==> src/rtl/cdb_pkg.sv <==
// Shared constants for the Common Data Bus arbiter: default widths, source indices, null tag.
package cdb_pkg;

  localparam int CDB_N_REQ   = 4;
  localparam int CDB_DATA_W  = 32;
  localparam int CDB_LABEL_W = 4;
  localparam int CDB_CNT_W   = 16;

  localparam int SRC_ALU = 0;
  localparam int SRC_MUL = 1;
  localparam int SRC_DIV = 2;
  localparam int SRC_LS  = 3;

  // Tag 0 marks "no producer"; a result carrying it must never be broadcast.
  localparam int LABEL_NONE = 0;

endpackage

==> src/rtl/cdb_rr_arbiter_rr_pick.sv <==
// Combinational round-robin picker: rotate requests by ptr, take the lowest set bit, rotate back.
// Zero latency; no state, so the caller owns the pointer.
module rr_pick #(
  parameter int N  = 4,
  parameter int PW = $clog2(N)
) (
  input  logic [N-1:0]  i_req,
  input  logic [PW-1:0] i_ptr,
  output logic [N-1:0]  o_gnt,
  output logic [PW-1:0] o_idx,
  output logic          o_any
);

  logic [N-1:0]  w_rot;
  logic [PW-1:0] w_off;

  always_comb begin
    w_rot = '0;
    w_off = '0;
    o_any = 1'b0;
    // Bit 0 of w_rot is the request at ptr, so the lowest set bit is the round-robin winner.
    for (int i = 0; i < N; i++) begin
      w_rot[i] = i_req[PW'(i) + i_ptr];
    end
    for (int i = N - 1; i >= 0; i--) begin
      if (w_rot[i]) begin
        w_off = PW'(i);
        o_any = 1'b1;
      end
    end
  end

  assign o_idx = w_off + i_ptr;
  assign o_gnt = o_any ? (N'(1) << o_idx) : '0;

endmodule

==> src/rtl/cdb_rr_arbiter.sv <==
// Round-robin Common Data Bus arbiter: combinational one-hot grant, broadcast registered one cycle later.
// Requesters hold their result until granted; a tag-0 result is drained without broadcast and flagged.
module cdb_rr_arbiter
  import cdb_pkg::*;
#(
  parameter int N_REQ   = CDB_N_REQ,
  parameter int DATA_W  = CDB_DATA_W,
  parameter int LABEL_W = CDB_LABEL_W,
  parameter int CNT_W   = CDB_CNT_W
) (
  input  logic                       clk,
  input  logic                       nRST,
  input  logic [N_REQ-1:0]           require,
  input  logic [N_REQ*DATA_W-1:0]    dataIn,
  input  logic [N_REQ*LABEL_W-1:0]   labelIn,
  output logic [N_REQ-1:0]           requireAC,
  output logic                       BCEN,
  output logic [DATA_W-1:0]          BCdata,
  output logic [LABEL_W-1:0]         BClabel,
  output logic                       errLabel,
  output logic [CNT_W-1:0]           bcCount
);

  localparam int PTR_W = $clog2(N_REQ);

  logic [PTR_W-1:0]   r_ptr;
  logic               r_bcen;
  logic [DATA_W-1:0]  r_bcdata;
  logic [LABEL_W-1:0] r_bclabel;
  logic               r_err;
  logic [CNT_W-1:0]   r_cnt;

  logic [N_REQ-1:0]   w_gnt;
  logic [PTR_W-1:0]   w_idx;
  logic               w_any;
  logic [DATA_W-1:0]  w_data;
  logic [LABEL_W-1:0] w_label;
  logic               w_null;

  rr_pick #(.N(N_REQ), .PW(PTR_W)) u_pick (
    .i_req (require),
    .i_ptr (r_ptr),
    .o_gnt (w_gnt),
    .o_idx (w_idx),
    .o_any (w_any)
  );

  // Grant is gated by reset so no requester sees an acknowledge that the registers will discard.
  assign requireAC = nRST ? w_gnt : '0;
  assign w_data    = dataIn[w_idx*DATA_W +: DATA_W];
  assign w_label   = labelIn[w_idx*LABEL_W +: LABEL_W];
  assign w_null    = (w_label == LABEL_W'(LABEL_NONE));

  always_ff @(posedge clk or negedge nRST) begin
    if (!nRST) begin
      r_ptr     <= '0;
      r_bcen    <= 1'b0;
      r_bcdata  <= '0;
      r_bclabel <= '0;
      r_err     <= 1'b0;
      r_cnt     <= '0;
    end else begin
      if (w_any) begin
        r_ptr     <= w_idx + PTR_W'(1);
        r_bcdata  <= w_data;
        r_bclabel <= w_label;
        r_bcen    <= !w_null;
        if (w_null) begin
          r_err <= 1'b1;
        end
      end else begin
        r_bcen    <= 1'b0;
        r_bcdata  <= '0;
        r_bclabel <= '0;
      end
      if (w_any && !w_null && (r_cnt != '1)) begin
        r_cnt <= r_cnt + CNT_W'(1);
      end
    end
  end

  assign BCEN     = r_bcen;
  assign BCdata   = r_bcdata;
  assign BClabel  = r_bclabel;
  assign errLabel = r_err;
  assign bcCount  = r_cnt;

endmodule
==> config.mk <==
export PLATFORM = sky130hd
export DESIGN_NAME = cdb_rr_arbiter
export DESIGN_NICKNAME = d
export VERILOG_FILES = /design/src/rtl/cdb_pkg.sv /design/src/rtl/cdb_rr_arbiter_rr_pick.sv /design/src/rtl/cdb_rr_arbiter.sv
export SDC_FILE = /design/constraint.sdc
export NUM_CORES = 1
export LEC_CHECK = 0
export CAP_MARGIN = 5
export CORE_MARGIN = 10
export CORE_UTILIZATION = 57
export DETAILED_ROUTE_END_ITERATION = 7
export DONT_BUFFER_PORTS = 1
export PLACE_DENSITY = 0.86
export SYNTH_ARGS = -nofsm -noshare
export SYNTH_HDL_FRONTEND = slang
export SYNTH_SLANG_ARGS = --single-unit
==> constraint.sdc <==
create_clock -name clk -period 4.18 [get_ports clk]
set_input_delay 1.254 -clock clk [delete_from_list [all_inputs] [get_ports clk]]
set_output_delay 1.254 -clock clk [all_outputs]
set_load 0.1 [all_outputs]
==> results of run 1 <==
routing by layer:
layer	GRT usage [%]	wire length, um
met1	19.5	3140
met2	35.8	5180
met3	8.88	1020
met4	7.22	308
met5	0	0
path summary, 6_finish.rpt:
check / startpoint / slack, ns / end / depth (start not counted)
setup / recovery: require[2] / 0.04 / requireAC[1] / 10
hold / removal: nRST / 0.64 / bcCount[15] / 0
setup reg to reg: r_ptr[1] / 0.60 / bcCount[1] / 11
hold reg to reg: r_ptr[0] / 0.70 / r_ptr[0] / 1
max in group asynchronous: nRST / 3.45 / BCdata[24] / 0
min in group clk: r_ptr[0] / 0.70 / r_ptr[0] / 1
worst register-to-register path, stage by stage, from the launching register on:
cell      delay, ns
dfrtp_1        0.53
nand2b_1       0.23
a21oi_2        0.13
a31oi_1        0.05
a21oi_1        0.18
ha_2           0.24
xnor2_4        0.09
xnor2_4        0.28
buf_4          0.61
mux2i_4        0.61
nand2_1        0.19
mux2_1         0.34
through the flow:
step | util [%] | hold slack [ns] | setup TNS [ns] | setup WS [ns] | cells
CTS | 63.3 | 0.628 | 0 | 0.00683 | 363
global route | 64.0 | 0.611 | -0.0711 | -0.0356 | 364
finish | 64.0 | 0.636 | 0 | 0.0446 | 364
floorplan | - | 0.593 | -0.514 | -0.150 | 288
detailed placement | 61.9 | 0.676 | -0.0583 | -0.0439 | 356
global placement | 61.9 | 0.637 | 0 | 0.0805 | 356
logic make-up (layout without fill, tap and decap cells):
logic type | Yosys count | count (layout) | synth area share [%]
compound gates | 53 | 53 | 10.8
xor+xnor | 15 | 15 | 4.40
fa+ha+maj | 6 | 6 | 2.38
buf+inv | 22 | 26 | 3.65
flops | 56 | 56 | 44.4
mux | 77 | 77 | 24.9
simple gates | 59 | 59 | 9.51
final cells by class:
type | instances | share of cell area [%]
Clock inverter | 1 | 0.144
Clock buffer | 6 | 2.08
Tap cell | 72 | 2.59
Timing Repair Buffer | 14 | 4.10
Multi-Input combinational cell | 210 | 50.0
Inverter | 5 | 0.827
Sequential cell | 56 | 40.3
synthesized netlist by cell type, drive strengths merged, types with 2 or more instances:
cell type	n	area share (%)
a21oi	6	0.95
ha	6	2.4
xnor2	15	4.4
nor3	4	0.63
a22oi	2	0.48
nand4	5	0.99
o22ai	36	7.1
o21ai	2	0.32
mux2	3	1.1
buf	10	2.2
nor2	9	1.1
clkbuf	7	0.83
nand3	12	1.9
nand2	12	1.4
inv	5	0.59
nor4	2	0.40
a31oi	2	0.40
and3	10	2.0
dfrtp	56	44
nor3b	2	0.48
mux2i	74	24
registers in the layout, indices dropped and copies added, names as in the netlist:
register  flops
BCdata       32
bcCount      16
BClabel       4
r_ptr         2
BCEN          1
errLabel      1
repair_timing:
action,in CTS,in global routing
buffers inserted,0,1
endpoints found under the setup margin,0,4
gates resized for setup,0,6
==> reports/qor.yml, run 1 <==
ys_dominant_reg_cell: "dfrtp_1"
cts_max_level: 2
drt_wl_total_mm: 9.66
chipWidth_um: 94.4
synth_area_per_cell_um2: 11.0
yosysSeqAreaShare_pct: 44.4
start_kind: "primary input"
fmax_ghz: 0.242
cts_buffers: 5
crit_chain: "o21ai_4 > a21oi_2 > a31oi_1 > a21oi_1 > ha_2 > xnor2_4 > xnor2_4 > inv_2 > ha_1 > and3_4"
rsz0062_at_grt: "true"
clk-insertion-delay-late_ns: 0.30
fin_crit_sh_pct: 98.9
vias: 2395
ios: 208
drc: 0
crit_family: "compound AO/OA/AOI/OAI gates"
fin_nets: 448
drive_gt1_share_pct: 13.0
worstPathRequired_ns: 2.93
maxCapViolations: 0
cts_tree: "done"
place_congestion: 0.825
area_growth_pct: 10.2
cp_slowest_stage_delay_ns: 0.28
antenna_found_initial: 0
initial_core_util_pct: 58.1
cts_buffer_depth: 2
hp-class: "in -> async"
final-seq-area_um2: 1400
relSlewSlack_pct: 31.5
first_global_vias: 2511
die_h_um: 94.4
synthesis.nets: 444
rows: 27
path_class: "in -> out"
hold_viol: 0
cp_data_arrival_time_ns: 2.88
viasPerCell: 6.58
synthCells: 288
clk_pin_slew_ns: 0.09
synth_cell_types: 33
min_period_ns: 4.14
numPortBuffers: 0
setup_violations: 0
synthArstFlopShare_pct: 100
status: "completed"
ys_ff_latch: 56
post_drt_wl_per_cell_um: 26.5
grt_use_total_pct: 19.8
netlist_area_um2: 3160
layout_common_cells: "73 x mux2i_1, 56 x dfrtp_1, 36 x o22ai_1"
grt_first_pass_wirelength_mm: 13.9
crit_slowest_cell: "xnor2_4"
tightest_slew_ns: 1.03
dp_hpwl_mm: 7.90
synth_edf_count: 0
multiInputGateArea_um2: 1740
yosys_warnings: 0
drtIter0Drc: 97
path_max_fanout: 8
ant_nets: 0
dieArea_um2: 8920
clkSinkCount: 56
drt-pass1-iter-count: 4
cts_hold_buf: 0
design_area_um2: 3480
cp-end-kind: "output pin"
path_common_cell: "xnor2_4"
grt_max_degree: 61
final_common_cell: "mux2i_1"
core_area_um2: 5440
slew_viol_final: 0
place_area_um2: 3360
n_fill_cell: 421
path_buf_inv: 1
skew_ns: 0.0112
grt_overflow: 0
diodes: 0
root_buffer: "clkbuf_8"
Power of run 1 is left out: the tool's default activity adds up to more than one toggle a clock period on the data nets, which glitch-free logic cannot reach.
==> run 2: changes to the inputs <==
--- a/config.mk
+++ b/config.mk
@@ -6,11 +6,13 @@
 export NUM_CORES = 1
 export LEC_CHECK = 0
 export CAP_MARGIN = 5
+export CORE_ASPECT_RATIO = 2
 export CORE_MARGIN = 10
 export CORE_UTILIZATION = 57
 export DETAILED_ROUTE_END_ITERATION = 7
 export DONT_BUFFER_PORTS = 1
 export PLACE_DENSITY = 0.86
+export REMOVE_ABC_BUFFERS = 1
 export SYNTH_ARGS = -nofsm -noshare
 export SYNTH_HDL_FRONTEND = slang
 export SYNTH_SLANG_ARGS = --single-unit
==> run 2 against run 1 <==
Compared with the run above: critical path depth up 2; core utilization up 0.87 points; cell count down 2.2%; cell area up 1.0%; clock skew about the same; worst hold slack worse by 0.085 ns; non-clock buffer count up 3; largest cell class unchanged; die area up 2.0%; routed wire length up 2.3%.
==> reports/qor.yml, run 2 (same netlist as run 1, synthesis figures left out) <==
status: "completed"
maxCapViolations: 0
place_congestion: 0.904
first_global_vias: 2752
cts_hold_buf: 0
hp-class: "reg -> reg"
vias: 2391
drc: 0
fin_crit_sh_pct: 99.3
cp-end-kind: "output pin"
grt_use_total_pct: 21.4
clk-insertion-delay-late_ns: 0.31
die_h_um: 125
drt_wl_total_mm: 9.88
slew_viol_final: 0
min_period_ns: 4.15
grt_max_degree: 71
drive_gt1_share_pct: 14.2
whs_ns: 0.551
initial_core_util_pct: 58.3
setup_violations: 0
dieArea_um2: 9100
use_met1_pct: 22.3
grt_overflow: 0
fin_nets: 451
cts_tree: "done"
path_class: "in -> out"
drtIter0Drc: 174
hold_viol: 0
worst_r2r_startpoint: "r_ptr[1]"
n_fill_cell: 413
ios: 208
viasPerCell: 6.72
worstPathRequired_ns: 2.93
grt_busiest_layer: "met2"
largest_reg_flops: 32
cts_buffers: 5
drt-pass1-iter-count: 4
grt_use_met2_pct: 37.7
rsz0062_at_grt: "true"
startpoint: "require[0]"
hp-start: "bcCount[0]"
path_max_fanout: 5
ant_nets: 0
fmax_ghz: 0.241
root_buffer: "clkbuf_8"
core_area_um2: 5420
grt_first_pass_wirelength_mm: 15.4
cts_max_level: 2
layout_common_cells: "73 x mux2i_1, 56 x dfrtp_1, 36 x o22ai_1"
grtUsageMet3_pct: 6.18
skew_ns: 0.0116
final_common_cell: "mux2i_1"
clk_pin_slew_ns: 0.10
diodes: 0
cp_data_arrival_time_ns: 2.90
numPortBuffers: 0
post_drt_wl_per_cell_um: 27.8
fin_tns_setup_ns: 0
chipWidth_um: 72.6
dp_hpwl_mm: 7.94
clkSinkCount: 56
start_kind: "primary input"
area_growth_pct: 11.3
rows: 38
tightest_slew_ns: 1.08
antenna_found_initial: 0
cts_buffer_depth: 2
relSlewSlack_pct: 28.2
[run 2: cell count changes in the layout (fill, tap and decap cells not counted), sizes merged]
cell | before | now
buf | 14 | 17
clkbuf | 6 | 7
clkinv | 1 | 0
clkinvlp | 0 | 1
[run 2: layout make-up]
type                       count  area, um^2  share of cell area, %
clock buffer                   7        86.3                   2.46
inverter                       5        26.3                  0.747
timing repair buffer          17         178                   5.05
clock inverter                 1        7.51                  0.214
tap                           60        75.1                   2.14
multi-input combinational    210        1740                   49.5
sequential                    56        1400                   39.9
[run 2: final timing paths]
| path | endpoint | slack (ns) | depth (start not counted) |
|---|---|---|---|
| max reg2reg | BCdata[15] | 1.00 | 10 |
| min reg2reg | bcCount[0] | 0.55 | 1 |
| max in group asynchronous | BCdata[15] | 3.44 | 0 |
| min | bcCount[0] | 0.55 | 1 |
| max | requireAC[0] | 0.03 | 12 |
| min in group asynchronous | bcCount[0] | 0.63 | 0 |
[run 2: layer usage]
layer / part of all wire (%) / up-vias
li1: - / 1083
met1: 33 / 1131
met2: 56 / 155
met3: 7.5 / 22
met4: 3.1 / 0
met5: 0 / -
[run 2: worst max-delay path: stages]
cell and delay (ns):
inv_4 0.03, o21ai_2 0.16, a21oi_2 0.07, nor3_1 0.14, a21oi_1 0.07, ha_2 0.22, xnor2_4 0.15, xnor2_4 0.22
inv_2 0.10, ha_4 0.17, and3_4 0.15, buf_12 0.16
[run 2: what timing repair did]
item / in CTS / in global routing
endpoints found under the setup margin: 4 / 4
resized for setup: 15 / 7
setup buffers: 0 / 0
pin swaps: 6 / 6
[run 2: per-stage QoR]
stage	worst slack, ns	util (%)	cells	instance area [um^2]
final	0.0295	64.9	356	3520
after global routing	-0.0821	64.9	356	3520
after CTS	0.00257	64.3	356	3490
after detailed placement	-0.243	61.4	348	3330
after global placement	-0.0675	61.4	348	3330
after floorplan	-3.60	-	271	3060
Power of run 2 is left out for the same reason.
==> run 3: changes to the inputs <==
--- a/config.mk
+++ b/config.mk
@@ -6,7 +6,6 @@
 export NUM_CORES = 1
 export LEC_CHECK = 0
 export CAP_MARGIN = 5
-export CORE_ASPECT_RATIO = 2
 export CORE_MARGIN = 10
 export CORE_UTILIZATION = 57
 export DETAILED_ROUTE_END_ITERATION = 7
==> run 3 against run 2 <==
Compared with the run above: first-iteration DRC count decreased by 56%; core utilization is 0.18 points lower; register-to-register slack got worse by 0.07 ns; the run now ends with negative setup slack left; cell area about the same; non-clock buffer count is the same; worst hold slack better by 0.071 ns.
==> reports/qor.yml, run 3 (same netlist as run 1, synthesis figures left out) <==
chipWidth_um: 94.4
final-seq-area_um2: 1400
initial_core_util_pct: 58.1
slew_viol_final: 0
fmax_ghz: 0.236
min_period_ns: 4.24
numPortBuffers: 0
root_buffer: "clkbuf_8"
place_congestion: 0.836
rows: 27
ios: 208
area_growth_pct: 11.4
cts_buffer_depth: 2
post_drt_wl_per_cell_um: 27.1
rsz0062_at_grt: "true"
hold_viol: 0
final_common_cell: "mux2i_1"
final_cells: 368
worstPathRequired_ns: 2.93
grt_overflow: 0
cp_slowest_stage_delay_ns: 0.26
ant_nets: 0
fin_nets: 451
vias: 2368
fin_crit_sh_pct: 101
viasPerCell: 6.43
cts_hold_buf: 0
drive_gt1_share_pct: 13.9
dp.cells: 360
setup_violations: 4
multiInputGateArea_um2: 1720
clk-insertion-delay-late_ns: 0.31
first_global_vias: 2533
grt_max_degree: 61
grt_use_total_pct: 20.6
skew_ns: 0.00592
drtIter0Drc: 77
crit_chain: "o21ai_2 > a21oi_1 > a31oi_1 > a21oi_1 > ha_2 > xnor2_4 > xnor2_4 > ha_2 > and3_4 > buf_12"
clkSinkCount: 56
violations: "negative setup slack"
dieArea_um2: 8920
grt_first_pass_wirelength_mm: 14.2
drt-pass1-iter-count: 4
maxCapViolations: 0
largest_reg_flops: 32
finalWorstSetupSlack_ns: -0.0617
drt_wl_total_mm: 9.98
diodes: 0
cp_data_arrival_time_ns: 2.99
status: "finished with violations"
core_area_um2: 5440
tightest_slew_ns: 1.02
layout_common_cells: "73 x mux2i_1, 56 x dfrtp_1, 36 x o22ai_1"
crit_slowest_cell: "xnor2_4"
cts_tree: "done"
dp_hpwl_mm: 7.83
path_max_fanout: 8
cts_buffers: 5
drc: 0
cts_setup_buffers: 0
antenna_found_initial: 0
path_class: "in -> out"
relSlewSlack_pct: 32.0
clk_pin_slew_ns: 0.11
hp-class: "in -> async"
die_h_um: 94.4
start_kind: "primary input"
cp-end-kind: "output pin"
cts_max_level: 2
n_fill_cell: 413
-- run 3: timing repair --
item / in CTS / in global routing
cloned: 0 / 0
endpoints found under the setup margin: 4 / 4
resized for setup: 9 / 14
pin swaps: 6 / 7
-- run 3: worst max-delay path: cells and delay by family --
family / cells / cell delay (ns)
xor+xnor: 2 / 0.41
fa+ha+maj: 2 / 0.45
simple gates: 1 / 0.19
buf+inv: 1 / 0.17
compound gates: 4 / 0.51
-- run 3: per-stage QoR --
stage	TNS [ns]	cell area, um^2	hold slack, ns	util, %	setup slack, ns
2_1_floorplan	-117.24	3060	0.589	-	-3.60
3_3_place_gp	-0.251	3340	0.627	61.4	-0.0739
3_5_place_dp	-0.673	3340	0.665	61.4	-0.188
4_1_cts	0	3470	0.611	63.8	0.0142
5_1_grt	-0.664	3520	0.592	64.7	-0.190
6_report	-0.131	3520	0.622	64.7	-0.0617
-- run 3: worst paths after layout --
| kind | slack (ns) | startpoint | depth (start not counted) | to |
|---|---|---|---|---|
| max | -0.06 | require[2] | 10 | requireAC[3] |
| min | 0.62 | nRST | 0 | bcCount[0] |
| max reg2reg | 0.93 | r_ptr[1] | 11 | BCdata[5] |
| min reg2reg | 0.70 | r_ptr[0] | 1 | r_ptr[0] |
| max in group asynchronous | 3.48 | nRST | 0 | BCdata[11] |
| min in group clk | 0.70 | r_ptr[0] | 1 | r_ptr[0] |
-- run 3: area by class of cell --
class,instances,share of cell area (%)
Clock inverter,3,0.747
Timing Repair Buffer,17,5.05
Tap cell,72,2.56
Inverter,5,1.03
Multi-Input combinational cell,210,48.8
Clock buffer,5,1.96
Sequential cell,56,39.8
-- run 3: metal layers --
layer / routed length, um / part of all wire [%] / global-route usage (%) / up-vias
li1: - / - / - / 1085
met1: 3270 / 33 / 20.2 / 1153
met2: 5340 / 53 / 36.0 / 118
met3: 1230 / 12 / 12.0 / 12
met4: 140 / 1.4 / 5.82 / 0
met5: 0 / 0 / 0 / -
Power of run 3 is left out for the same reason.
